### src/rtl/higher_lower_round_ctrl.sv
// Round sequencer for the higher/lower game core.
// Debounces the two raw guess buttons, issues one-cycle guess pulses to the
// core, counts each round's win/lose result, and tracks score, lives and
// game-over. Core value codes: 0-9 digit, 10 = win, 11 = lose.
//
// state | meaning
// ------+-------------------------------------------------------------
// IDLE  | waiting for a valid guess press
// ISSUE | guess pulse high for this single cycle
// WAIT  | watching for a 10/11 result code, bounded by RESULT_TIMEOUT
// HOLD  | result counted; waiting for core digit and buttons released
// OVER  | no lives left; any valid press restarts without a guess pulse
module higher_lower_round_ctrl #(
  parameter int DEBOUNCE_CYCLES = 250_000,
  parameter int LIVES           = 3,
  parameter int SCORE_MAX       = 9,
  parameter int RESULT_TIMEOUT  = 4
) (
  input  logic       clk,
  input  logic       reset,
  input  logic       btn_higher_raw,
  input  logic       btn_lower_raw,
  input  logic [3:0] game_value,
  output logic       game_btn_higher,
  output logic       game_btn_lower,
  output logic [3:0] score,
  output logic [1:0] lives,
  output logic       game_over,
  output logic [3:0] disp_digit
);

  localparam int DB_W = (DEBOUNCE_CYCLES < 2) ? 1 : $clog2(DEBOUNCE_CYCLES + 1);
  localparam int TO_W = (RESULT_TIMEOUT < 2) ? 1 : $clog2(RESULT_TIMEOUT + 1);

  // The load value already accounts for the first stable cycle, so the
  // level is accepted when the counter reaches 1.
  localparam logic [DB_W-1:0] DB_LOAD     = DB_W'(DEBOUNCE_CYCLES - 1);
  localparam logic [DB_W-1:0] DB_ONE      = DB_W'(1);
  localparam logic [TO_W-1:0] TO_LOAD     = TO_W'(RESULT_TIMEOUT - 1);
  localparam logic [3:0]      SCORE_MAX_V = 4'(SCORE_MAX);
  localparam logic [1:0]      LIVES_INIT  = 2'(LIVES);
  localparam logic [3:0]      CODE_WIN    = 4'd10;
  localparam logic [3:0]      CODE_LOSE   = 4'd11;

  typedef enum logic [2:0] {
    S_IDLE,
    S_ISSUE,
    S_WAIT,
    S_HOLD,
    S_OVER
  } state_t;

  // Index 0 = higher button, index 1 = lower button.
  logic [1:0]      sync1_q;
  logic [1:0]      sync2_q;
  logic [1:0]      lvl_prev_q;
  logic [1:0]      deb_q;
  logic [1:0]      deb_prev_q;
  logic [DB_W-1:0] db_cnt_q [2];

  state_t          state_q;
  logic [TO_W-1:0] tmo_q;
  logic            pulse_h_q;
  logic            pulse_l_q;
  logic [3:0]      score_q;
  logic [1:0]      lives_q;
  logic            over_q;
  logic [3:0]      disp_q;

  logic [1:0] press;
  logic       valid_h;
  logic       valid_l;
  logic       any_valid;

  // Synchronise both buttons and accept a level once it has been stable long enough.
  always_ff @(posedge clk) begin
    if (reset) begin
      sync1_q    <= '0;
      sync2_q    <= '0;
      lvl_prev_q <= '0;
      deb_q      <= '0;
      deb_prev_q <= '0;
      for (int i = 0; i < 2; i++) db_cnt_q[i] <= '0;
    end else begin
      sync1_q    <= {btn_lower_raw, btn_higher_raw};
      sync2_q    <= sync1_q;
      lvl_prev_q <= sync2_q;
      deb_prev_q <= deb_q;
      for (int i = 0; i < 2; i++) begin
        if (sync2_q[i] != lvl_prev_q[i]) begin
          db_cnt_q[i] <= DB_LOAD;
        end else if (sync2_q[i] != deb_q[i]) begin
          if (db_cnt_q[i] <= DB_ONE) begin
            deb_q[i]    <= sync2_q[i];
            db_cnt_q[i] <= '0;
          end else begin
            db_cnt_q[i] <= db_cnt_q[i] - DB_ONE;
          end
        end
      end
    end
  end

  // A press is a debounced rising edge; simultaneous or overlapping presses are ambiguous and dropped.
  always_comb begin
    press     = deb_q & ~deb_prev_q;
    valid_h   = press[0] & ~press[1] & ~deb_q[1];
    valid_l   = press[1] & ~press[0] & ~deb_q[0];
    any_valid = valid_h | valid_l;
  end

  // Round sequencer with registered pulses, score, lives, game-over and display digit.
  always_ff @(posedge clk) begin
    if (reset) begin
      state_q   <= S_IDLE;
      tmo_q     <= '0;
      pulse_h_q <= 1'b0;
      pulse_l_q <= 1'b0;
      score_q   <= '0;
      lives_q   <= LIVES_INIT;
      over_q    <= 1'b0;
      disp_q    <= '0;
    end else begin
      disp_q    <= (state_q == S_OVER) ? score_q : game_value;
      pulse_h_q <= 1'b0;
      pulse_l_q <= 1'b0;
      case (state_q)
        S_IDLE: begin
          if (any_valid) begin
            pulse_h_q <= valid_h;
            pulse_l_q <= valid_l;
            state_q   <= S_ISSUE;
          end
        end
        S_ISSUE: begin
          tmo_q   <= TO_LOAD;
          state_q <= S_WAIT;
        end
        S_WAIT: begin
          if (game_value == CODE_WIN) begin
            if (score_q < SCORE_MAX_V) score_q <= score_q + 4'd1;
            state_q <= S_HOLD;
          end else if (game_value == CODE_LOSE) begin
            if (lives_q != 2'd0) lives_q <= lives_q - 2'd1;
            state_q <= S_HOLD;
          end else if (tmo_q == '0) begin
            state_q <= S_IDLE;
          end else begin
            tmo_q <= tmo_q - TO_W'(1);
          end
        end
        S_HOLD: begin
          // Leaving only after the core returns to a digit keeps one result per round.
          if ((game_value < CODE_WIN) && (deb_q == 2'b00)) begin
            if (lives_q == 2'd0) begin
              over_q  <= 1'b1;
              state_q <= S_OVER;
            end else begin
              state_q <= S_IDLE;
            end
          end
        end
        S_OVER: begin
          if (any_valid) begin
            score_q <= '0;
            lives_q <= LIVES_INIT;
            over_q  <= 1'b0;
            state_q <= S_IDLE;
          end
        end
        default: state_q <= S_IDLE;
      endcase
    end
  end

  assign game_btn_higher = pulse_h_q;
  assign game_btn_lower  = pulse_l_q;
  assign score           = score_q;
  assign lives           = lives_q;
  assign game_over       = over_q;
  assign disp_digit      = disp_q;

endmodule

### config.mk
export PLATFORM = sky130hd
export DESIGN_NAME = higher_lower_round_ctrl
export DESIGN_NICKNAME = d
export VERILOG_FILES = /design/src/rtl/higher_lower_round_ctrl.sv
export SDC_FILE = /design/constraint.sdc
export NUM_CORES = 1
export LEC_CHECK = 0
export BUFFER_PORTS_ARGS = -buffer_cell sky130_fd_sc_hd__buf_2
export CORE_MARGIN = 3
export CORE_UTILIZATION = 30
export DETAILED_ROUTE_END_ITERATION = 12
export SETUP_SLACK_MARGIN = 0.4
export SKIP_LAST_GASP = 1
export SLEW_MARGIN = 20
export SYNTH_ARGS = -nofsm -noshare
export SYNTH_HDL_FRONTEND = slang
export SYNTH_SLANG_ARGS = --single-unit
### constraint.sdc
create_clock -name clk -period 2.65 [get_ports clk]
set_input_delay 0.1325 -clock clk [delete_from_list [all_inputs] [get_ports clk]]
set_output_delay 0.1325 -clock clk [all_outputs]
set_load 0.05 [all_outputs]
==> flow_summary_export.csv, run 1 <==
group,metric,value,unit
sta,setup_slack,0.575,ns
sta,setup_viol,0,
job,maxCapViolations,0,
finish,nets,375,
finish,layout_common_cells,"nor2_1 (52), edfxtp_1 (36), dfxtp_1 (29)",
sta,finalClockSkew,0.00726,ns
critical_path,critPathBufInv,0,
cts,clock-sinks,65,
cts,cts_setup_buffers,0,
cts,cts_buffers,9,
synth,synth_edf_count,36,
sta,fin_crit_sh,78.3,%
synth,ys_types,52,
grt,grt_antenna_before_repair,0,
sta,slew_headroom,43.1,%
grt,grt_pass1_vias,2358,
critical_path,crit_fanout,6,
floorplan,die_width,111,um
synth,synth_ff_type,"edfxtp_1",
cts,insertion_delay,0.34,ns
critical_path,arrival,2.15,ns
place,hpwl,4.16,mm
floorplan,ioPinCount,21,
synth,yosysSeqAreaShare,50.2,%
route,drt.antenna.violating_nets,0,
sta,slew_viol_final,0,
place,gp_congestion,0.796,
floorplan,dieArea,12300,um2
floorplan,row_count,37,
finish,area.growth.synth_to_final,14.6,%
cts,cts.clk_slew.worst_paths,0.07,ns
power_and_ir_drop,peakVddDrop,0.314,mV
power_and_ir_drop,power.density,594,nW/um2
finish,drive_gt1_share,15.7,%
critical_path,cp_data_required_time,2.72,ns
cts,h-tree-depth,3,
synth,synthesis.instances,332,
grt,grt-ovfl-total,0,
place,portBuffers,20,
run_status,status,"completed",
synth,synth_area_per_cell,9.96,um2
route,detail_route.wl_per_cell,12.1,um
finish,diodes,0,
power_and_ir_drop,p_leak,1.44,nW
route,dr.pass1.iters,5,
route,drcViolationCount,0,
place,dp_slack,0.436,ns
floorplan,core_area,10500,um2
critical_path,max_stage_delay,0.62,ns
floorplan,die_h,111,um
route,routed_wl,6.06,mm
sta,rsz0062_at_grt,"true",
route,vias_per_cell,4.80,
sta,period_needed,2.08,ns
cts,cts_tree,"done",
cts,clockBufferDepth,2,
hold_path,hold_path.class,"input pin to register",
synth,synth_nets,349,
cts,cts_root_buf,"clkbuf_8",
synth,synthArstFlopShare,0,%
critical_path,path_cells,"or4_4 -> nor2_2 -> nand4_2 -> nand2_1 -> o21ai_0",
grt,grt_usage,10.4,%
floorplan,initial_core_util,31.5,%
sta,hold_viol_final,0,
grt,grt_max_degree,27,
synth,syn-cell-area,3310,um2
sta,timing.fmax,482,MHz
finish,final_common_cell,"nor2_1",
finish,postLayoutCoreUtil,36.1,%
synth,yosysWarnings,0,
critical_path,startpoint_type,"register",
critical_path,cp_top_family,"simple AND/OR/NAND/NOR gates",
critical_path,crit_path_end_kind,"register",
route,drtIter0Drc,101,
sta,setup-tns-final,0,ns
sta,worst_pin_slew,0.854,ns
synth,synth_seq_cells,65,
critical_path,worstSetupPathType,"register to register",
grt,grt_pass1_wl,10.7,mm
critical_path,crit_slowest_cell,"or4_4",
route,vias,2394,
-- cell families after synthesis --
group	after synthesis	share of synthesized area [%]
and+or+nand+nor	143	23.5
DFF	65	50.2
AOI/OAI and AO/OA	51	9.34
xor gates and xnor gates	33	8.74
buffers and inverters	27	3.55
adders and majority gates	9	3.40
muxes	4	1.21
-- sequential cells by signal, indices dropped and copies added (netlist names) --
name	count
sync2_q	2
disp_digit	4
lives	2
state_q	3
deb_q	2
sync1_q	2
deb_prev_q	2
game_over	1
score	4
game_btn_lower	1
db_cnt_q	36
lvl_prev_q	2
tmo_q	3
game_btn_higher	1
-- worst paths after layout --
path,cells past startpoint,to,slack (ns),start
max reg2reg,5,db_cnt_q[0][7],0.57,db_cnt_q[0][3]
max,5,db_cnt_q[0][7],0.57,db_cnt_q[0][3]
min reg2reg,1,game_btn_lower,0.43,deb_prev_q[1]
min,3,disp_digit[1],0.07,game_value[1]
-- what timing repair did --
item / 4_1_cts / 5_1_grt
endpoints found under the setup margin: 0 / 18
hold endpoints to repair: 2 / 0
gates resized for setup: 0 / 3
hold buffers: 2 / 0
-- layer usage --
metal	part of all wire, %	up-vias	GRT usage [%]
met5	0	-	0
met4	1.6	0	4.79
met3	3.8	10	2.35
met2	46	46	16.7
met1	48	1124	13.2
li1	-	1214	-
-- cell usage after synthesis, drive strengths merged, types with 9 or more instances --
cell    count  area, um2
inv        18       67.6
xor2        9       78.8
nor2       53        201
o21ai      22        121
a21oi      16       80.1
nor3       11       82.6
dfxtp      29        581
xnor2      24        210
nor4       12       87.6
edfxtp     36       1080
ha          9        113
nand2      22       85.1
-- metrics by stage --
stage          total power, mW  std cells  hold slack, ns  cell area, um2
2_1_floorplan             1.35        332           0.261            3310
3_3_place_gp              1.40        481           0.344            3540
6_report                  2.25        499          0.0692            3790
4_1_cts                   2.28        499          0.0500            3780
3_5_place_dp              1.41        481           0.347            3540
5_1_grt                   2.37        499          0.0634            3790
-- where the power goes --
| group | switching [mW] | leakage (nW) | internal [mW] |
|---|---|---|---|
| logic | 0.122 | 0.708 | 0.0862 |
| registers | 0.0546 | 0.614 | 1.12 |
| clock network | 0.376 | 0.113 | 0.488 |
-- area by class of cell --
class / instances / area [um2]
repair buffers: 24 / 135
clock inverters: 3 / 18.8
inverters: 18 / 67.6
multi-input cells: 240 / 1540
well taps: 136 / 170
clock buffers: 13 / 195
flip-flops and latches: 65 / 1660
fillers: 1068 / 6720
-- worst register-to-register path, cell delays in order (launching register included) --
cell      delay [ns]
edfxtp_1        0.49
or4_4           0.62
nor2_2          0.16
nand4_2         0.19
nand2_1         0.23
o21ai_0         0.11
Note: power is estimated with default switching activity, not from simulation.
==> run 2: changes to the inputs <==
--- a/config.mk
+++ b/config.mk
@@ -5,6 +5,7 @@
 export SDC_FILE = /design/constraint.sdc
 export NUM_CORES = 1
 export LEC_CHECK = 0
+export ABC_AREA = 1
 export BUFFER_PORTS_ARGS = -buffer_cell sky130_fd_sc_hd__buf_2
 export CORE_MARGIN = 3
 export CORE_UTILIZATION = 30
==> constraint.sdc (replaced) <==
create_clock -name clk -period 2.13 [get_ports clk]
set_input_delay 0.1065 -clock clk [delete_from_list [all_inputs] [get_ports clk]]
set_output_delay 0.1065 -clock clk [all_outputs]
set_load 0.05 [all_outputs]
==> run 2 against run 1 <==
  * Sequential share of layout area fell by 5.2 points
  * Utilization is 1.4 points higher
  * Maximum frequency up 27%
  * Sequential power is 25% higher
  * Clock skew down 0.0032 ns
  * Clock power increased by 50%
  * Critical path type unchanged
  * Critical endpoint is now db_cnt_q[1][6]
==> flow_summary_export.csv, run 2 <==
group,metric,value,unit
sta,slew_headroom,69.7,%
finish,final.fill_count,1123,
sta,hold_viol_final,0,
synth,synth-compound-area-share,9.10,%
synth,synth_ff_type,"edfxtp_1",
grt,grt_antenna_before_repair,0,
floorplan,dieArea,13200,um2
grt,grt_max_degree,19,
power_and_ir_drop,peakVddDrop,0.335,mV
synth,yosysWarnings,0,
finish,multiInputGateArea,1740,um2
floorplan,die_width,115,um
cts,clock-sinks,65,
sta,slew_viol_final,0,
place,placed_area,3820,um2
floorplan,ioPinCount,21,
route,drt.antenna.violating_nets,0,
critical_path,arrival,1.70,ns
finish,final_common_cell,"nand2_1",
route,drtIter0Drc,178,
critical_path,worst-r2r-cell-count,9,
finish,diodes,0,
finish,largest-register,"db_cnt_q",
finish,area.growth.synth_to_final,21.2,%
power_and_ir_drop,p_total,3.20,mW
grt,grt_usage,11.5,%
synth,synth_area_leader_cell,"edfxtp_1",
cts,clockBufferDepth,2,
cts,cts_tree,"done",
sta,worst_pin_slew,0.454,ns
critical_path,cp_data_required_time,2.20,ns
grt,grt-ovfl-total,0,
place,portBuffers,20,
synth,synth_most_common_cell,"nand2_1",
synth,muxShareOfSynthArea,0,%
run_status,status,"completed",
sta,setup_viol,0,
synth,synth_top_family_by_area,"simple AND/OR/NAND/NOR gates",
synth,synthAdderAreaFrac,3.18,%
critical_path,rr_startpoint,"db_cnt_q[1][0]",
sta,timing.fmax,614,MHz
hold_path,hold_path.class,"input pin to register",
cts,cts_root_buf,"clkbuf_16",
hold_path,hold_path_end,"disp_digit[2]",
synth,synth_seq_cells,65,
synth,synth_area_per_cell,7.99,um2
cts,h-tree-depth,3,
cts,insertion_delay,0.32,ns
cts,cts.clk_slew.worst_paths,0.05,ns
sta,setup-tns-final,0,ns
place,hpwl,5.00,mm
critical_path,r2r-end,"db_cnt_q[1][6]",
finish,layout_common_cells,"nand2_1 (83), nor2_1 (76), inv_1 (55)",
finish,design_area,4300,um2
cts,cts_buffers,9,
sta,rsz0062_at_grt,"false",
synth,synthesis.instances,444,
critical_path,startpoint_type,"register",
floorplan,core_area,11500,um2
synth,synth_top_area_share,30.5,%
sta,fin_crit_sh,76.5,%
job,maxCapViolations,0,
sta,period_needed,1.63,ns
finish,drive_gt1_share,19.3,%
route,drcViolationCount,0,
synth,ys_types,35,
finish,seqCellArea,1660,um2
sta,whs,0.0562,ns
floorplan,initial_core_util,30.9,%
critical_path,crit_path_end_kind,"register",
synth,synth_common_cells,"nand2_1 (87), nor2_1 (80), inv_1 (58), edfxtp_1 (36), dfxtp_1 (29)",
floorplan,die_h,115,um
power_and_ir_drop,p_leak,1.84,nW
route,vias_per_cell,4.58,
sta,finalClockSkew,0.00402,ns
synth,syn-cell-area,3550,um2
synth,yosysSeqAreaShare,46.9,%
synth,synthTopCellsByArea,"edfxtp_1 (30%), dfxtp_1 (16%), nand2_1 (9.2%)",
power_and_ir_drop,power.density,743,nW/um2
finish,largest_reg_flops,36,
critical_path,crit_fanout,5,
hold_path,whs_path_depth,3,
floorplan,row_count,39,
synth,synthXorXnorAreaFrac,5.19,%
grt,grt_pass1_wl,12.2,mm
route,dr.pass1.iters,4,
route,vias,2913,
grt,grt_pass1_vias,2757,
synth,synth_nets,461,
critical_path,r2r_slack,0.50,ns
route,routed_wl,7.27,mm
synth,synth_edf_count,36,
hold_path,hp-start,"game_value[2]",
critical_path,worstSetupPathType,"register to register",
finish,nets,505,
synth,synthArstFlopShare,0,%
place,gp_congestion,0.849,
synth,synthSimpleGateAreaFrac,28.2,%
route,detail_route.wl_per_cell,11.4,um
==> run 2: worst max path at each step <==
stage,endpoint,from,cells after the start
4_1_cts,db_cnt_q[0][17],db_cnt_q[0][0],9
3_5_place_dp,db_cnt_q[1][14],db_cnt_q[1][0],9
3_3_place_gp,db_cnt_q[1][17],db_cnt_q[1][0],9
5_1_grt,db_cnt_q[0][16],db_cnt_q[0][13],8
2_1_floorplan,db_cnt_q[1][15],db_cnt_q[1][0],10
6_report,db_cnt_q[1][6],db_cnt_q[1][0],9
==> run 2: kinds of logic after synthesis <==
family	after synthesis
buffers and inverters	67
flip-flops	65
AO/OA/AOI/OAI	57
AND/OR/NAND/NOR	225
XOR/XNOR	21
adder cells (fa/ha/maj)	9
==> run 2: power by group <==
part	leakage [nW]	total [mW]	switching [mW]	internal, mW
clock	0.128	1.30	0.521	0.777
combinational	1.09	0.427	0.273	0.154
sequential	0.616	1.47	0.0599	1.41
total	1.84	3.20	0.853	2.34
==> run 2: worst max-delay path, stage by stage (launching register included) <==
cell and delay, ns:
edfxtp_1 0.40, inv_2 0.11, ha_4 0.16, nand2_4 0.08, nor2_8 0.14, nand2_2 0.06, nand2_2 0.09, nand2_4 0.11
nand2_2 0.17, a21oi_2 0.04
==> run 2: area by class of cell <==
type | count | share of cell area (%)
multi-input combinational | 315 | 40.4
sequential | 65 | 38.6
inverter | 63 | 5.50
clock buffer | 10 | 5.33
timing repair buffer | 34 | 5.18
tap | 143 | 4.16
clock inverter | 6 | 0.815
==> run 2: layer usage <==
metal	vias to the layer above	part of all wire [%]	global-route usage, %
met1	1327	49	15.1
met2	57	46	17.8
met3	10	3.9	3.07
li1	1519	-	-
met5	-	0	0
met4	0	1.5	4.93
==> run 2: repair_timing <==
action / 4_1_cts / 5_1_grt
pin swaps: 0 / 7
hold endpoints to repair: 2 / 0
hold buffers: 2 / 0
endpoints found under the setup margin: 35 / 33
gates resized for setup: 6 / 17
gates cloned: 0 / 3
buffers inserted: 2 / 7
==> run 2: per-stage QoR <==
stage / instances / utilization [%] / setup WS, ns
finish: 636 / 37.5 / 0.501
global route: 636 / 37.5 / 0.382
CTS: 626 / 36.1 / 0.401
detailed placement: 606 / 33.3 / 0.276
global placement: 606 / 33.3 / 0.354
floorplan: 444 / - / 0.432
